**src/rtl/mic_capture_ctrl.sv**
```systemverilog
// PDM microphone capture sequencer: warms up the decimator, then scales, saturates and
// stores a programmed number of samples into a buffer through a single-beat write port.
module mic_capture_ctrl #(
  parameter int DATA_W         = 16,
  parameter int SHIFT          = 8,
  parameter int ADDR_W         = 14,
  parameter int WARMUP_SAMPLES = 8
) (
  input  logic              clk,
  input  logic              rst,
  input  logic              start,
  input  logic              abort,
  input  logic [ADDR_W:0]   num_samples,
  input  logic [31:0]       mic_data,
  input  logic              mic_data_valid,
  output logic              mic_en,
  output logic              wr_en,
  output logic [ADDR_W-1:0] wr_addr,
  output logic [DATA_W-1:0] wr_data,
  input  logic              wr_ready,
  output logic              busy,
  output logic              done,
  output logic [ADDR_W:0]   captured_count,
  output logic [15:0]       drop_count
);

  localparam int WCW = (WARMUP_SAMPLES > 1) ? $clog2(WARMUP_SAMPLES) : 1;
  localparam logic [ADDR_W:0] MAX_LEN = (ADDR_W+1)'(1) << ADDR_W;
  localparam int SAT_MAX = (1 << (DATA_W-1)) - 1;
  localparam int SAT_MIN = -(1 << (DATA_W-1));
  localparam logic [WCW-1:0] WARM_LAST = WCW'(WARMUP_SAMPLES - 1);

  typedef enum logic [1:0] {IDLE, WARMUP, CAPTURE, DONE} state_t;

  state_t state, next_state;

  logic [ADDR_W:0]    target;
  logic [ADDR_W:0]    clamped_len;
  logic [WCW-1:0]     warm_cnt;
  logic               start_ok;
  logic               accept;
  logic               drop;
  logic signed [31:0] shifted;
  logic [DATA_W-1:0]  sat_data;

  always_comb begin
    clamped_len = (num_samples > MAX_LEN) ? MAX_LEN : num_samples;
    shifted     = $signed(mic_data) >>> SHIFT;
    if (shifted > SAT_MAX)
      sat_data = DATA_W'(SAT_MAX);
    else if (shifted < SAT_MIN)
      sat_data = DATA_W'(SAT_MIN);
    else
      sat_data = shifted[DATA_W-1:0];
  end

  always_ff @(posedge clk) begin
    if (rst) state <= IDLE;
    else     state <= next_state;
  end

  always_comb begin
    next_state = state;
    start_ok   = 1'b0;
    accept     = 1'b0;
    drop       = 1'b0;
    case (state)
      IDLE: begin
        if (start) begin
          start_ok = 1'b1;
          if (clamped_len == '0)
            next_state = DONE;
          else if (WARMUP_SAMPLES == 0)
            next_state = CAPTURE;
          else
            next_state = WARMUP;
        end
      end
      WARMUP: begin
        if (abort)
          next_state = IDLE;
        else if (mic_data_valid && warm_cnt == WARM_LAST)
          next_state = CAPTURE;
      end
      CAPTURE: begin
        // Completion is judged on the registered count, so a beat arriving
        // alongside the final write strobe is ignored.
        if (abort)
          next_state = IDLE;
        else if (captured_count == target)
          next_state = DONE;
        else if (mic_data_valid) begin
          accept = wr_ready;
          drop   = !wr_ready;
        end
      end
      DONE:    next_state = IDLE;
      default: next_state = IDLE;
    endcase
  end

  always_ff @(posedge clk) begin
    if (rst) begin
      mic_en         <= 1'b0;
      busy           <= 1'b0;
      done           <= 1'b0;
      wr_en          <= 1'b0;
      wr_addr        <= '0;
      wr_data        <= '0;
      captured_count <= '0;
      drop_count     <= '0;
      target         <= '0;
      warm_cnt       <= '0;
    end else begin
      mic_en <= (next_state == WARMUP) || (next_state == CAPTURE);
      busy   <= (next_state == WARMUP) || (next_state == CAPTURE);
      done   <= (next_state == DONE);
      wr_en  <= accept;
      if (start_ok) begin
        target         <= clamped_len;
        captured_count <= '0;
        drop_count     <= '0;
        warm_cnt       <= '0;
        wr_addr        <= '0;
        wr_data        <= '0;
      end
      if (state == WARMUP && mic_data_valid && !abort)
        warm_cnt <= warm_cnt + 1'b1;
      if (accept) begin
        wr_addr        <= captured_count[ADDR_W-1:0];
        wr_data        <= sat_data;
        captured_count <= captured_count + 1'b1;
      end
      if (drop && drop_count != 16'hFFFF)
        drop_count <= drop_count + 1'b1;
    end
  end

endmodule

```
**config.mk**
```make
export PLATFORM = sky130hd
export DESIGN_NAME = mic_capture_ctrl
export DESIGN_NICKNAME = d
export VERILOG_FILES = /design/src/rtl/mic_capture_ctrl.sv
export SDC_FILE = /design/constraint.sdc
export NUM_CORES = 1
export LEC_CHECK = 0
export CAP_MARGIN = 40
export CORE_ASPECT_RATIO = 1.75
export CORE_MARGIN = 1.5
export CORE_UTILIZATION = 42
export CTS_BUF_LIST = sky130_fd_sc_hd__clkbuf_16
export DETAILED_ROUTE_END_ITERATION = 8
export DONT_BUFFER_PORTS = 1
export GPL_ROUTABILITY_DRIVEN = 1
export SYNTH_ARGS = -nofsm -noshare
export SYNTH_HDL_FRONTEND = slang
export SYNTH_SLANG_ARGS = --single-unit
```
**constraint.sdc**
```tcl
create_clock -name clk -period 3.9 [get_ports clk]
set_clock_uncertainty 0.05 [all_clocks]
set_input_delay 0.78 -clock clk [delete_from_list [all_inputs] [get_ports clk]]
set_output_delay 0.78 -clock clk [all_outputs]
set_load 0.02 [all_outputs]
```
Yosys cells after proc, flatten, opt, wreduce, memory -nomap -nowiden:

Index checks and enable logic that the tools add are counted.

* bits in registers: 84
* bits of input ports: 53
* output and inout bits: 65
* word-level logic and storage cells: 66

* add/sub/neg operators: 3
* $lt $le $gt $ge: 3
* equal/unequal tests: 9
* mux-type cells: 29
* reductions and logical operators: 12

Operators by type and width (number)
* 16-bit two-way mux: 5
* 15-bit two-way mux: 3
* 14-bit two-way mux: 2
* 24-bit by 16-bit greater-than comparator with 1-bit output (second input constant): 1
* 24-bit by 16-bit < comparator with 1-bit output (second input constant): 1
* 16-bit by 1-bit adder with 16-bit output (second input constant): 1
* 16-bit != test (second input constant): 1
* 15-bit by 1-bit adder with 15-bit output (second input constant): 1
* 15-bit equality test: 1
* 15-bit greater-than comparator (second input constant): 1
* 15-bit zero test: 1
* 2-bit two-way mux: 6
* 1-bit two-way mux: 10
* 2-bit equality test (second input constant): 4
* 2-bit one-hot mux with 4 select lines: 1
* 3-bit two-way mux: 2
* 2-bit nonzero test: 3
* 2-bit by 1-bit equality test with 1-bit output (second input constant): 2
* 1-bit logical AND: 4
* 3-bit by 1-bit adder with 3-bit output (second input constant): 1
* 3-bit equality test (second input constant): 1
* 1-bit zero test: 2
* 2-bit zero test: 1
* 1-bit logical OR: 1

Logic depth before layout (Yosys ltp):

* depth after elaboration: 8
* depth in mapped cells: 9

Worst setup path after synthesis:

OpenSTA, ideal clock, no wires.

* path kind: input-to-reg
* start point: input abort
* end point: register captured_count[13]
* setup time: 73 ps
* arrival: 2127 ps
* required time: 3777 ps
* setup slack: 1649 ps
* cell stages on the path: 6
* path buffers: 0
* path through: nand2b_1 -> nor3b_2 -> nand2_1 -> a21o_1 -> or4_1 -> o211ai_2

* cells in the longest elaborated chain, start to end: 3
* elaborated cells between the ends (all ways): 4
* those cells by class: mux (3); reduce/logical (1)

Ends and longest elaborated chain
* start, declared: RTL line 12 `input logic abort,`
* 1-bit two-way mux *: RTL line 88 `if (abort)`
* 1-bit two-way mux *: RTL line 67 `case (state)`
* 15-bit two-way mux / 2-bit nonzero test (equally long branches)
* end signal, assigned: RTL line 132 `captured_count <= captured_count + 1'b1;`
* end, declared: RTL line 23 `output logic [ADDR_W:0] captured_count,`

Every way passes the cells marked *; elsewhere a longest branch is shown, timed or not.
A chain may end at the register's enable or synchronous reset.

Worst setup path after layout:

* start point: register drop_count[1]
* end point: register drop_count[15]

* cells in the longest elaborated chain, start to end: 3
* elaborated cells between the ends (all ways): 5
* those cells by class: add/sub (1); eq/ne (1); mux (1); reduce/logical (2)

Ends and longest elaborated chain
* start, declared: RTL line 24 `output logic [15:0] drop_count`
* start signal, assigned: RTL line 135 `drop_count <= drop_count + 1'b1;`
* branches (longest 3 deep; another with 16-bit by 1-bit adder with 16-bit output)

Several ways; the timed one is not identified.

==> qor.csv <==
metric;value;unit
hpwl;7400;um
portBuffers;0;
cts_setup_buffers;0;
worst-path-max-fanout;14;
leakage;0.00149;uW
clock_latency;340;ps
r2r_cells;7;
place_ws;1040;ps
cts-htree-levels;3;
cts_resized;0;
hold_path_depth;2;
drt_iter0_drc;166;
layout_setup_ws;1010;ps
wl;10200;um
vias;3425;
cp-end-kind;register;
finalMaxSlewViolations;0;
critPathRequiredTime;4020;ps
gp_congestion;0.753;
ios;118;
syn_area;0.00390;mm^2
drive_above_1_share;0.0778;
cp-start-kind;register;
regArea;0.00168;mm^2
syn_to_final_growth;8.82;%
nets;503;
cts_hold_buf;0;
fillers;886;
rows;46;
power.total;1840;uW
cp.arrival;3020;ps
die_area;0.00990;mm^2
drcViolationCount;0;
synthesis.nets;516;
numCtsBuffers;9;
synth-edff-count;0;
powerDensity;432;mW/mm^2
critPathKind;reg -> reg;
ys_warn_count;0;
viasPerCell;6.01;
rrSetupSlack;1010;ps
final_cell_mix;84 x dfxtp_1, 45 x nand2_1, 45 x nor2_1;
core_area;0.00904;mm^2
fmax;345;MHz
hold_end;target[1];
setup_viol;0;
fin_crit;2890;ps
ys_ff_latch;84;
cts_root_buf;clkbuf_16;
clk_pin_slew;70;ps
yosysSeqAreaShare;0.431;
grt_pass1_wl;15500;um
drv_cap;0;
r2r-end;drop_count[15];
ir_drop;279;uV
ys.flop_type;dfxtp_1;
n_antenna_cell;0;
worstHoldStart;target[1];
rsz0062_at_grt;no;
multiInputGateArea;0.00200;mm^2
grt_pass1_vias;3197;
layout_commonest_cell;dfxtp_1;
ant_nets;0;
tightest_slew;918;ps
hp-class;reg -> reg;
grtUsageTotal;0.210;
post-route-period-util;0.742;
antenna_found_initial;0;
drtPass1Iterations;5;
synth_cells;458;
yosysUniqueCellTypes;54;
grt_overflow;0;
rr_startpoint;drop_count[1];
start_util;0.432;
cts_tree;done;
relSlewSlack;0.388;
die_y;130;um
synthArstFlopShare;0;
wl_per_cell;18.0;um
cts.sinks;84;
status;finished clean;
syn_area_per_cell;8.52;um^2
die_w;75.9;um
final.setup.tns;0;ps
ctsLongestPathBuffers;2;
grt_max_degree;55;
hold_viol;0;
==> routing by layer <==
layer | share of wire | vias up | global-route usage
li1 | - | 1640 | -
met1 | 0.37 | 1621 | 0.214
met2 | 0.52 | 145 | 0.366
met3 | 0.083 | 19 | 0.0790
met4 | 0.028 | 0 | 0.102
met5 | 0 | - | 0
==> cell type report <==
cell class              instances  area share
clock buffers                   9      0.0531
clock inverters                 7      0.0177
inverters                      12      0.0106
multi-input cells             332       0.472
flip-flops and latches         84       0.396
well taps                     120      0.0354
repair buffers                  6      0.0153
==> power by group <==
| group | switching (uW) | leakage, uW | internal (uW) | total, uW |
|---|---|---|---|---|
| combinational | 58.3 | 0.000671 | 29.1 | 87.4 |
| clock | 373 | 0.000138 | 500 | 872 |
| sequential | 9.40 | 0.000678 | 866 | 876 |
| total | 441 | 0.00149 | 1390 | 1840 |
==> worst max-delay path, stage by stage (launching register included) <==
cell      delay (ps)
dfxtp_1          540
ha_1             280
nand3_1           90
nor4_1           660
nand3_1          250
o211a_1          340
nand2_2          330
o221ai_1         180
==> synth_stat cells, types with 4 or more instances <==
library cell / count / area, um^2
nor2b_1: 5 / 31.3
o2bb2ai_1: 18 / 158
nor4_1: 8 / 50.1
nand2_1: 45 / 169
nor3_1: 7 / 35.0
clkbuf_1: 13 / 48.8
o211ai_1: 4 / 30.0
xor2_1: 15 / 131
buf_2: 8 / 40.0
dfxtp_1: 84 / 1680
o21ai_0: 15 / 75.1
buf_6: 4 / 45.0
a22oi_1: 14 / 105
xnor2_1: 4 / 35.0
inv_1: 12 / 45.0
and3_1: 7 / 43.8
nand4_1: 10 / 62.6
o221ai_1: 8 / 70.1
nor2_1: 45 / 169
nand2b_1: 7 / 43.8
nand3_1: 39 / 195
ha_1: 5 / 62.6
a21oi_1: 33 / 165
buf_4: 5 / 37.5
==> how the worst max path moves through the flow <==
stage                    endpoint  slack, ps     startpoint  depth (start not counted)
3_3_place_gp       drop_count[15]       1040  drop_count[1]                          7
4_1_cts            drop_count[15]        970  drop_count[1]                          7
5_1_grt             drop_count[3]        870  drop_count[1]                          7
2_1_floorplan  captured_count[13]       1650          abort                          6
3_5_place_dp       drop_count[15]       1040  drop_count[1]                          7
6_report           drop_count[15]       1010  drop_count[1]                          7
==> stage by stage <==
stage          hold WS (ps)  area (um^2)  instances  utilization
6_report                412         4250        570        0.470
2_1_floorplan           393         3900        458            -
3_5_place_dp            410         3950        554        0.437
3_3_place_gp            404         3910        552        0.433
4_1_cts                 420         4250        570        0.470
5_1_grt                 434         4250        570        0.470
==> sequential cells by signal, summed over array words and instances (netlist names) <==
signal and flops:
busy 1, captured_count 15, done 1, drop_count 16, state 2, target 15
warm_cnt 3, wr_addr 14, wr_data 16, wr_en 1
==> kinds of logic after synthesis <==
kind of cell / count (synthesis) / share of synthesized area
compound gates: 113 / 0.203
xor+xnor: 19 / 0.0427
fa+ha+maj: 5 / 0.0160
buf+inv: 42 / 0.0555
flops: 84 / 0.431
mux: 2 / 0.00513
simple gates: 193 / 0.247
Power figures use the tool's default switching activity.
